## config.mk

```make
export PLATFORM = sky130hd
export DESIGN_NAME = ls_queue
export DESIGN_NICKNAME = d
export VERILOG_FILES = /design/src/rtl/ls_queue.sv
export SDC_FILE = /design/constraint.sdc
export NUM_CORES = 2
export LEC_CHECK = 0
export ABC_AREA = 1
export CAP_MARGIN = 20
export CORE_MARGIN = 2
export CORE_UTILIZATION = 50
export CTS_CLUSTER_DIAMETER = 40
export CTS_CLUSTER_SIZE = 12
export DETAILED_ROUTE_END_ITERATION = 10
export PLACE_DENSITY = 0.77
export SLEW_MARGIN = 10
export SYNTH_ARGS = -nofsm -noshare
export SYNTH_HDL_FRONTEND = slang
export SYNTH_SLANG_ARGS = --single-unit
```

## constraint.sdc

```tcl
create_clock -name clk -period 7.5 [get_ports clk]
set_input_delay 1.875 -clock clk [delete_from_list [all_inputs] [get_ports clk]]
set_output_delay 1.875 -clock clk [all_outputs]
set_load 0.02 [all_outputs]
```

## src/rtl/ls_queue.sv

```systemverilog
// In-order load/store queue: snoops both CDBs for operands, issues one memory
// access at a time from the head, and broadcasts load results on the LS CDB.
module ls_queue #(
    parameter int unsigned LSQ_SIZE   = 8,
    parameter int unsigned ROB_WIDTH  = 4,
    parameter int unsigned DATA_WIDTH = 32
) (
    input  logic                  clk,
    input  logic                  rst,
    input  logic                  in_alloc_valid,
    input  logic                  in_alloc_is_store,
    input  logic [2:0]            in_alloc_funct3,
    input  logic [ROB_WIDTH-1:0]  in_alloc_rob_tag,
    input  logic [DATA_WIDTH-1:0] in_alloc_imm,
    input  logic [ROB_WIDTH-1:0]  in_alloc_qj,
    input  logic [DATA_WIDTH-1:0] in_alloc_vj,
    input  logic [ROB_WIDTH-1:0]  in_alloc_qk,
    input  logic [DATA_WIDTH-1:0] in_alloc_vk,
    input  logic [ROB_WIDTH-1:0]  in_cdb_rob_tag,
    input  logic [DATA_WIDTH-1:0] in_cdb_value,
    input  logic [ROB_WIDTH-1:0]  in_committed_rob_tag,
    input  logic                  in_misbranch,
    output logic                  out_full,
    output logic [ROB_WIDTH-1:0]  out_ls_cdb_rob_tag,
    output logic [DATA_WIDTH-1:0] out_ls_cdb_value,
    output logic                  out_mem_req,
    output logic                  out_mem_we,
    output logic [DATA_WIDTH-1:0] out_mem_addr,
    output logic [DATA_WIDTH-1:0] out_mem_wdata,
    output logic [1:0]            out_mem_width,
    input  logic                  in_mem_done,
    input  logic [DATA_WIDTH-1:0] in_mem_rdata
);
    localparam int unsigned PTR_W = $clog2(LSQ_SIZE);
    localparam int unsigned CNT_W = PTR_W + 1;

    typedef enum logic [1:0] {IDLE, WAIT_MEM, BCAST} state_e;

    state_e                  state_q, state_d;
    logic [PTR_W-1:0]        head_q, head_d, tail_q, tail_d;
    logic [CNT_W-1:0]        count_q, count_d, keep_c;
    logic                    kill_q, kill_d;
    logic                    mem_req_q, mem_req_d, mem_we_q, mem_we_d;
    logic [DATA_WIDTH-1:0]   mem_addr_q, mem_addr_d, mem_wdata_q, mem_wdata_d;
    logic [1:0]              mem_width_q, mem_width_d;
    logic [ROB_WIDTH-1:0]    ls_tag_q, ls_tag_d;
    logic [DATA_WIDTH-1:0]   ls_val_q, ls_val_d;
    logic                    pop_c, push_c, head_ready_c;
    logic [ROB_WIDTH-1:0]    alloc_qj_c, alloc_qk_c;
    logic [DATA_WIDTH-1:0]   alloc_vj_c, alloc_vk_c;

    logic                    is_store_q  [LSQ_SIZE];
    logic                    committed_q [LSQ_SIZE];
    logic [2:0]              funct3_q    [LSQ_SIZE];
    logic [ROB_WIDTH-1:0]    rob_tag_q   [LSQ_SIZE];
    logic [ROB_WIDTH-1:0]    qj_q        [LSQ_SIZE];
    logic [ROB_WIDTH-1:0]    qk_q        [LSQ_SIZE];
    logic [DATA_WIDTH-1:0]   imm_q       [LSQ_SIZE];
    logic [DATA_WIDTH-1:0]   vj_q        [LSQ_SIZE];
    logic [DATA_WIDTH-1:0]   vk_q        [LSQ_SIZE];

    function automatic logic [DATA_WIDTH-1:0] extend(input logic [2:0] f3,
                                                     input logic [DATA_WIDTH-1:0] d);
        case (f3)
            3'b000:  return {{(DATA_WIDTH-8){d[7]}}, d[7:0]};
            3'b001:  return {{(DATA_WIDTH-16){d[15]}}, d[15:0]};
            3'b100:  return DATA_WIDTH'(d[7:0]);
            3'b101:  return DATA_WIDTH'(d[15:0]);
            default: return d;
        endcase
    endfunction

    assign out_full           = (count_q == CNT_W'(LSQ_SIZE));
    assign out_ls_cdb_rob_tag = ls_tag_q;
    assign out_ls_cdb_value   = ls_val_q;
    assign out_mem_req        = mem_req_q;
    assign out_mem_we         = mem_we_q;
    assign out_mem_addr       = mem_addr_q;
    assign out_mem_wdata      = mem_wdata_q;
    assign out_mem_width      = mem_width_q;

    assign push_c       = in_alloc_valid && !out_full && !in_misbranch;
    assign head_ready_c = (count_q != '0) && (qj_q[head_q] == '0) &&
                          (!is_store_q[head_q] || (qk_q[head_q] == '0 && committed_q[head_q]));

    // Operands arriving on either CDB in the allocation cycle are captured directly.
    always_comb begin
        alloc_qj_c = in_alloc_qj;
        alloc_vj_c = in_alloc_vj;
        alloc_qk_c = in_alloc_qk;
        alloc_vk_c = in_alloc_vk;
        if (in_alloc_qj != '0 && in_alloc_qj == in_cdb_rob_tag) begin
            alloc_qj_c = '0;
            alloc_vj_c = in_cdb_value;
        end else if (in_alloc_qj != '0 && in_alloc_qj == ls_tag_q) begin
            alloc_qj_c = '0;
            alloc_vj_c = ls_val_q;
        end
        if (in_alloc_qk != '0 && in_alloc_qk == in_cdb_rob_tag) begin
            alloc_qk_c = '0;
            alloc_vk_c = in_cdb_value;
        end else if (in_alloc_qk != '0 && in_alloc_qk == ls_tag_q) begin
            alloc_qk_c = '0;
            alloc_vk_c = ls_val_q;
        end
    end

    // FSM next-state and registered memory/LS-CDB outputs.
    always_comb begin
        state_d     = state_q;
        kill_d      = kill_q;
        pop_c       = 1'b0;
        mem_req_d   = mem_req_q;
        mem_we_d    = mem_we_q;
        mem_addr_d  = mem_addr_q;
        mem_wdata_d = mem_wdata_q;
        mem_width_d = mem_width_q;
        ls_tag_d    = '0;
        ls_val_d    = '0;
        case (state_q)
            IDLE: begin
                kill_d = 1'b0;
                if (head_ready_c && !in_misbranch) begin
                    state_d     = WAIT_MEM;
                    mem_req_d   = 1'b1;
                    mem_we_d    = is_store_q[head_q];
                    mem_addr_d  = vj_q[head_q] + imm_q[head_q];
                    mem_wdata_d = vk_q[head_q];
                    mem_width_d = funct3_q[head_q][1:0];
                end
            end
            WAIT_MEM: begin
                if (in_mem_done) begin
                    mem_req_d = 1'b0;
                    if (is_store_q[head_q] || kill_q || in_misbranch) begin
                        pop_c   = 1'b1;
                        kill_d  = 1'b0;
                        state_d = IDLE;
                    end else begin
                        ls_tag_d = rob_tag_q[head_q];
                        ls_val_d = extend(funct3_q[head_q], in_mem_rdata);
                        state_d  = BCAST;
                    end
                end else if (in_misbranch && !is_store_q[head_q]) begin
                    kill_d = 1'b1;
                end
            end
            BCAST: begin
                pop_c   = 1'b1;
                state_d = IDLE;
            end
            default: state_d = IDLE;
        endcase
    end

    // Pointer update; a flush keeps the committed-store run from head plus any in-flight head.
    always_comb begin
        logic             run;
        logic [PTR_W-1:0] idx;
        keep_c = '0;
        run    = 1'b1;
        for (int unsigned i = 0; i < LSQ_SIZE; i++) begin
            idx = head_q + PTR_W'(i);
            if (run && CNT_W'(i) < count_q &&
                ((is_store_q[idx] && committed_q[idx]) || (i == 0 && state_q != IDLE)))
                keep_c = keep_c + CNT_W'(1);
            else
                run = 1'b0;
        end
        head_d = head_q + PTR_W'(pop_c);
        if (in_misbranch) begin
            tail_d  = head_q + keep_c[PTR_W-1:0];
            count_d = keep_c - CNT_W'(pop_c);
        end else begin
            tail_d  = tail_q + PTR_W'(push_c);
            count_d = count_q + CNT_W'(push_c) - CNT_W'(pop_c);
        end
    end

    always_ff @(posedge clk) begin
        if (rst) begin
            state_q     <= IDLE;
            kill_q      <= 1'b0;
            head_q      <= '0;
            tail_q      <= '0;
            count_q     <= '0;
            mem_req_q   <= 1'b0;
            mem_we_q    <= 1'b0;
            mem_addr_q  <= '0;
            mem_wdata_q <= '0;
            mem_width_q <= '0;
            ls_tag_q    <= '0;
            ls_val_q    <= '0;
        end else begin
            state_q     <= state_d;
            kill_q      <= kill_d;
            head_q      <= head_d;
            tail_q      <= tail_d;
            count_q     <= count_d;
            mem_req_q   <= mem_req_d;
            mem_we_q    <= mem_we_d;
            mem_addr_q  <= mem_addr_d;
            mem_wdata_q <= mem_wdata_d;
            mem_width_q <= mem_width_d;
            ls_tag_q    <= ls_tag_d;
            ls_val_q    <= ls_val_d;
        end
    end

    // Entry storage: CDB snoop, commit marking, then allocation at tail.
    always_ff @(posedge clk) begin
        if (rst) begin
            for (int unsigned i = 0; i < LSQ_SIZE; i++) begin
                committed_q[PTR_W'(i)] <= 1'b0;
                qj_q[PTR_W'(i)]        <= '0;
                qk_q[PTR_W'(i)]        <= '0;
            end
        end else begin
            for (int unsigned i = 0; i < LSQ_SIZE; i++) begin
                if (qj_q[PTR_W'(i)] != '0 && qj_q[PTR_W'(i)] == in_cdb_rob_tag) begin
                    qj_q[PTR_W'(i)] <= '0;
                    vj_q[PTR_W'(i)] <= in_cdb_value;
                end else if (qj_q[PTR_W'(i)] != '0 && qj_q[PTR_W'(i)] == ls_tag_q) begin
                    qj_q[PTR_W'(i)] <= '0;
                    vj_q[PTR_W'(i)] <= ls_val_q;
                end
                if (qk_q[PTR_W'(i)] != '0 && qk_q[PTR_W'(i)] == in_cdb_rob_tag) begin
                    qk_q[PTR_W'(i)] <= '0;
                    vk_q[PTR_W'(i)] <= in_cdb_value;
                end else if (qk_q[PTR_W'(i)] != '0 && qk_q[PTR_W'(i)] == ls_tag_q) begin
                    qk_q[PTR_W'(i)] <= '0;
                    vk_q[PTR_W'(i)] <= ls_val_q;
                end
                if (in_committed_rob_tag != '0 && rob_tag_q[PTR_W'(i)] == in_committed_rob_tag)
                    committed_q[PTR_W'(i)] <= 1'b1;
            end
            if (push_c) begin
                is_store_q[tail_q]  <= in_alloc_is_store;
                committed_q[tail_q] <= 1'b0;
                funct3_q[tail_q]    <= in_alloc_funct3;
                rob_tag_q[tail_q]   <= in_alloc_rob_tag;
                imm_q[tail_q]       <= in_alloc_imm;
                qj_q[tail_q]        <= alloc_qj_c;
                vj_q[tail_q]        <= alloc_vj_c;
                qk_q[tail_q]        <= alloc_qk_c;
                vk_q[tail_q]        <= alloc_vk_c;
            end
        end
    end

endmodule

```

==> impl_metrics.env <==
export IMPL_post_synth_cell_area_avg_sq_um=9.111
export IMPL_hold_path_depth=2
export IMPL_rsz_0062_raised_after_global_routing="no"
export IMPL_core_area_sq_um=106800
export IMPL_multi_input_area_sq_um=21420
export IMPL_setup_worst_path_end_class="register"
export IMPL_floorplan_initialDensity=0.5020
export IMPL_die_w_um=331.4
export IMPL_bufs_on_longest_clock_path=3
export IMPL_crit_path_top_delay_cell="o21ai_0"
export IMPL_sw_frac_of_total=0.2532
export IMPL_cts_buffers=144
export IMPL_finalHoldWorstSlack_ns=0.4620
export IMPL_route_detailed_wl_per_inst_um=26.10
export IMPL_clock_insertion_delay_worst_skew_ns=0.78
export IMPL_pin_count_of_the_biggest_net_entering_global_routing=184
export IMPL_cts_hold_fix_buffers=0
export IMPL_postCtsResizedCells=0
export IMPL_drv_cap=0
export IMPL_r2r_slack_ns=0.79
export IMPL_place_port_buffers=293
export IMPL_rows=120
export IMPL_timing_hold_worst_start="out_mem_wdata[15]"
export IMPL_worst_setup_path_startpoint="head_q[0]"
export IMPL_dpl_hpwl_um=111500
export IMPL_antenna_found_initial=10
export IMPL_timing_final_ws_setup_ns=0.7949
export IMPL_path_max_fanout=68
export IMPL_design_portCount=294
export IMPL_hold_path_endpoint="out_mem_wdata[15]"
export IMPL_synth_top_cell_area_share=0.5021
export IMPL_power_switching_w=0.003856
export IMPL_synthToLayoutAreaGrowth_pct=16.22
export IMPL_synth_async_sr_flop_share=0
export IMPL_dpl_worst_slack_ns=0.8981
export IMPL_vias_in_the_first_global_route=46990
export IMPL_critical_path_startpoint_type="register"
export IMPL_pwr_share_comb=0.101
export IMPL_run_status="finished, final reports clean"
export IMPL_power_clock_fraction=0.467
export IMPL_maxSlewViolCount=0
export IMPL_layout_area_seq_sq_um=29410
export IMPL_yosys_warnings=0
export IMPL_cts_tree="built"
export IMPL_synth_top_cells_by_count="a21oi_1 (1164), o21ai_0 (1025), edfxtp_1 (896), nor2_1 (669), clkbuf_1 (499)"
export IMPL_gp_routability_congestion=0.8979
export IMPL_post_cts_repair_setup_buffers=0
export IMPL_cp_data_arrival_time_ns=7.33
export IMPL_timing_hold_violations_final=0
export IMPL_htreeDepth=4
export IMPL_globalRoute_totalOverflow=0
export IMPL_num_nets_final=6127
export IMPL_mappedNetlistArea_sq_um=53590
export IMPL_synthesis_nets=6130
export IMPL_reg2reg_from="head_q[0]"
export IMPL_drt_pass1_iterations=7
export IMPL_drc_errors=0
export IMPL_timing_clock_skew_ns=0.03739
export IMPL_synth_seq_area_share=0.5488
export IMPL_routed_via_density=6.681
export IMPL_netlist_instances=5882
export IMPL_cell_internal_pwr_w=0.01137
export IMPL_drive_gt1_frac=0.07289
export IMPL_synth_edf_count=896
export IMPL_reg2reg_to="tail_q[2]"
export IMPL_drt_wl_total_um=193300
export IMPL_synth_top_flop_cell="edfxtp_1"
export IMPL_timing_final_setup_violations=0
export IMPL_min_period_ns=6.705
export IMPL_synthMostInstantiatedCell="a21oi_1"
export IMPL_clkTransAtPathRegs_ns=0.06
export IMPL_yosysTopAreaCell="edfxtp_1"
export IMPL_ant_nets=0
export IMPL_worstMarginPinSlew_ns=1.204
export IMPL_largest_stage_delay_on_the_critical_path_ns=0.58
export IMPL_power_leakage_nw=21.68
export IMPL_setup_total_negative_slack_ns=0
export IMPL_period_share=0.8940
export IMPL_drt_iter0_markers=8641
export IMPL_die_area_sq_um=109800
export IMPL_timing_reg2reg_worst_path_depth=36
export IMPL_grt_pass1_wl_um=285000
export IMPL_timing_critical_path_mode_cell="nand2_1"
export IMPL_seqPwrFrac=0.433
export IMPL_number_of_sinks_on_the_clock_net=1021
export IMPL_yosys_cell_types_count=53
export IMPL_required_arrival_time_at_the_worst_endpoint_ns=8.12
export IMPL_root_buffer_master="clkbuf_16"
export IMPL_synth_top_cells_by_area="edfxtp_1 (50%), a21oi_1 (11%), o21ai_0 (9.6%)"
export IMPL_ir_drop_mv=0.2027
export IMPL_fill_cells=8806
export IMPL_power_per_cell_area_nw_per_um2=244.5
export IMPL_synth_seq_cells=1021
export IMPL_fmax_ghz=0.1491
export IMPL_dieHeight_um=331.4
export IMPL_track_usage=0.3391
export IMPL_worst_setup_path_type="register to register"
export IMPL_dr_total_vias=49480
export IMPL_timing_hold_worst_class="register to register"
export IMPL_timing_max_slew_rel_slack=0.1972
flip-flops by register name, indices dropped and copies added, names as in the netlist, 3 cells and up:
register            flops
committed_q             8
count_q                 4
funct3_q               24
head_q                  3
imm_q                 256
is_store_q              8
out_ls_cdb_rob_tag      4
out_ls_cdb_value       32
out_mem_addr           32
out_mem_wdata          32
qj_q                   32
qk_q                   32
rob_tag_q              32
tail_q                  3
vj_q                  256
vk_q                  256
final cells by class:
type	instances	share of cell area
Inverter	199	0.01211
Clock inverter	92	0.01884
Clock buffer	170	0.06161
Sequential cell	1021	0.4722
Tap cell	1403	0.02818
Antenna cell	9	0.0003616
Multi-Input combinational cell	4102	0.3439
Timing Repair Buffer	411	0.06272
metal layers:
metal / wire [um] / global-route usage
met1: 67180 / 0.4314
met2: 85810 / 0.5226
met3: 29430 / 0.09436
met4: 10830 / 0.1920
met5: 22 / 0
through the flow:
step / total power, W / util / cells / cell area (sq um)
2_1_floorplan: 0.007579 / - / 5882 / 53590
3_3_place_gp: 0.008110 / 0.5359 / 7133 / 57210
3_5_place_dp: 0.008161 / 0.5362 / 7134 / 57240
4_1_cts: 0.01515 / 0.5831 / 7396 / 62250
5_1_grt: 0.01555 / 0.5834 / 7406 / 62280
6_report: 0.01523 / 0.5834 / 7407 / 62280
layout by cell type (no fill, tap or decap), drive strengths merged, types with 3 or more instances in the layout:
cell	count
a21oi	1166
o211ai	80
dfxtp	125
ha	56
clkinv	37
clkdlybuf4s50	292
nand3	91
or2	8
and2	3
xor2	54
buf	118
o22ai	89
o21bai	4
clkbuf	171
or4	3
o221ai	4
xnor2	70
a41oi	4
a211oi	4
nand2	419
fa	3
a2111oi	17
diode	9
a31oi	6
inv	220
o21a	72
bufinv	20
nor4	25
nor2	677
o21ai	1094
nand4	25
nor3	25
clkinvlp	14
o2111ai	91
edfxtp	896
critical path, delay by kind of cell (launching register included):
family / cells / cell delay (ns)
buf+inv: 7 / 0.69
compound gates: 4 / 1.44
xor+xnor: 2 / 0.34
fa+ha+maj: 7 / 2.00
flops: 1 / 0.48
simple gates: 16 / 1.59
cell families (layout without fill, tap and decap cells):
family                     Yosys count  count (layout)  share of synthesized area
DFF                               1021            1021                     0.5488
AOI/OAI and AO/OA                 2641            2641                     0.2654
xor gates and xnor gates           124             124                    0.02027
adders and majority gates           59              59                    0.01420
other                                0               9                          0
and+or+nand+nor                   1278            1278                    0.09722
buffers and inverters              759             872                    0.05410
worst max path at each step:
stage / cells after the start / to
after floorplan: 45 / tail_q[2]
after global placement: 37 / tail_q[2]
after detailed placement: 37 / tail_q[2]
after CTS: 37 / tail_q[2]
after global routing: 37 / tail_q[2]
final: 36 / tail_q[2]
power groups by stage:
stage                     Clock (W)  Combinational [W]  Sequential, W
final                       0.00710            0.00153        0.00659
after global routing        0.00732            0.00163        0.00661
after CTS                   0.00709            0.00147        0.00659
after detailed placement          0            0.00146        0.00670
after global placement            0            0.00142        0.00669
after floorplan                   0           0.000877        0.00670
Power figures use the tool's default switching activity.
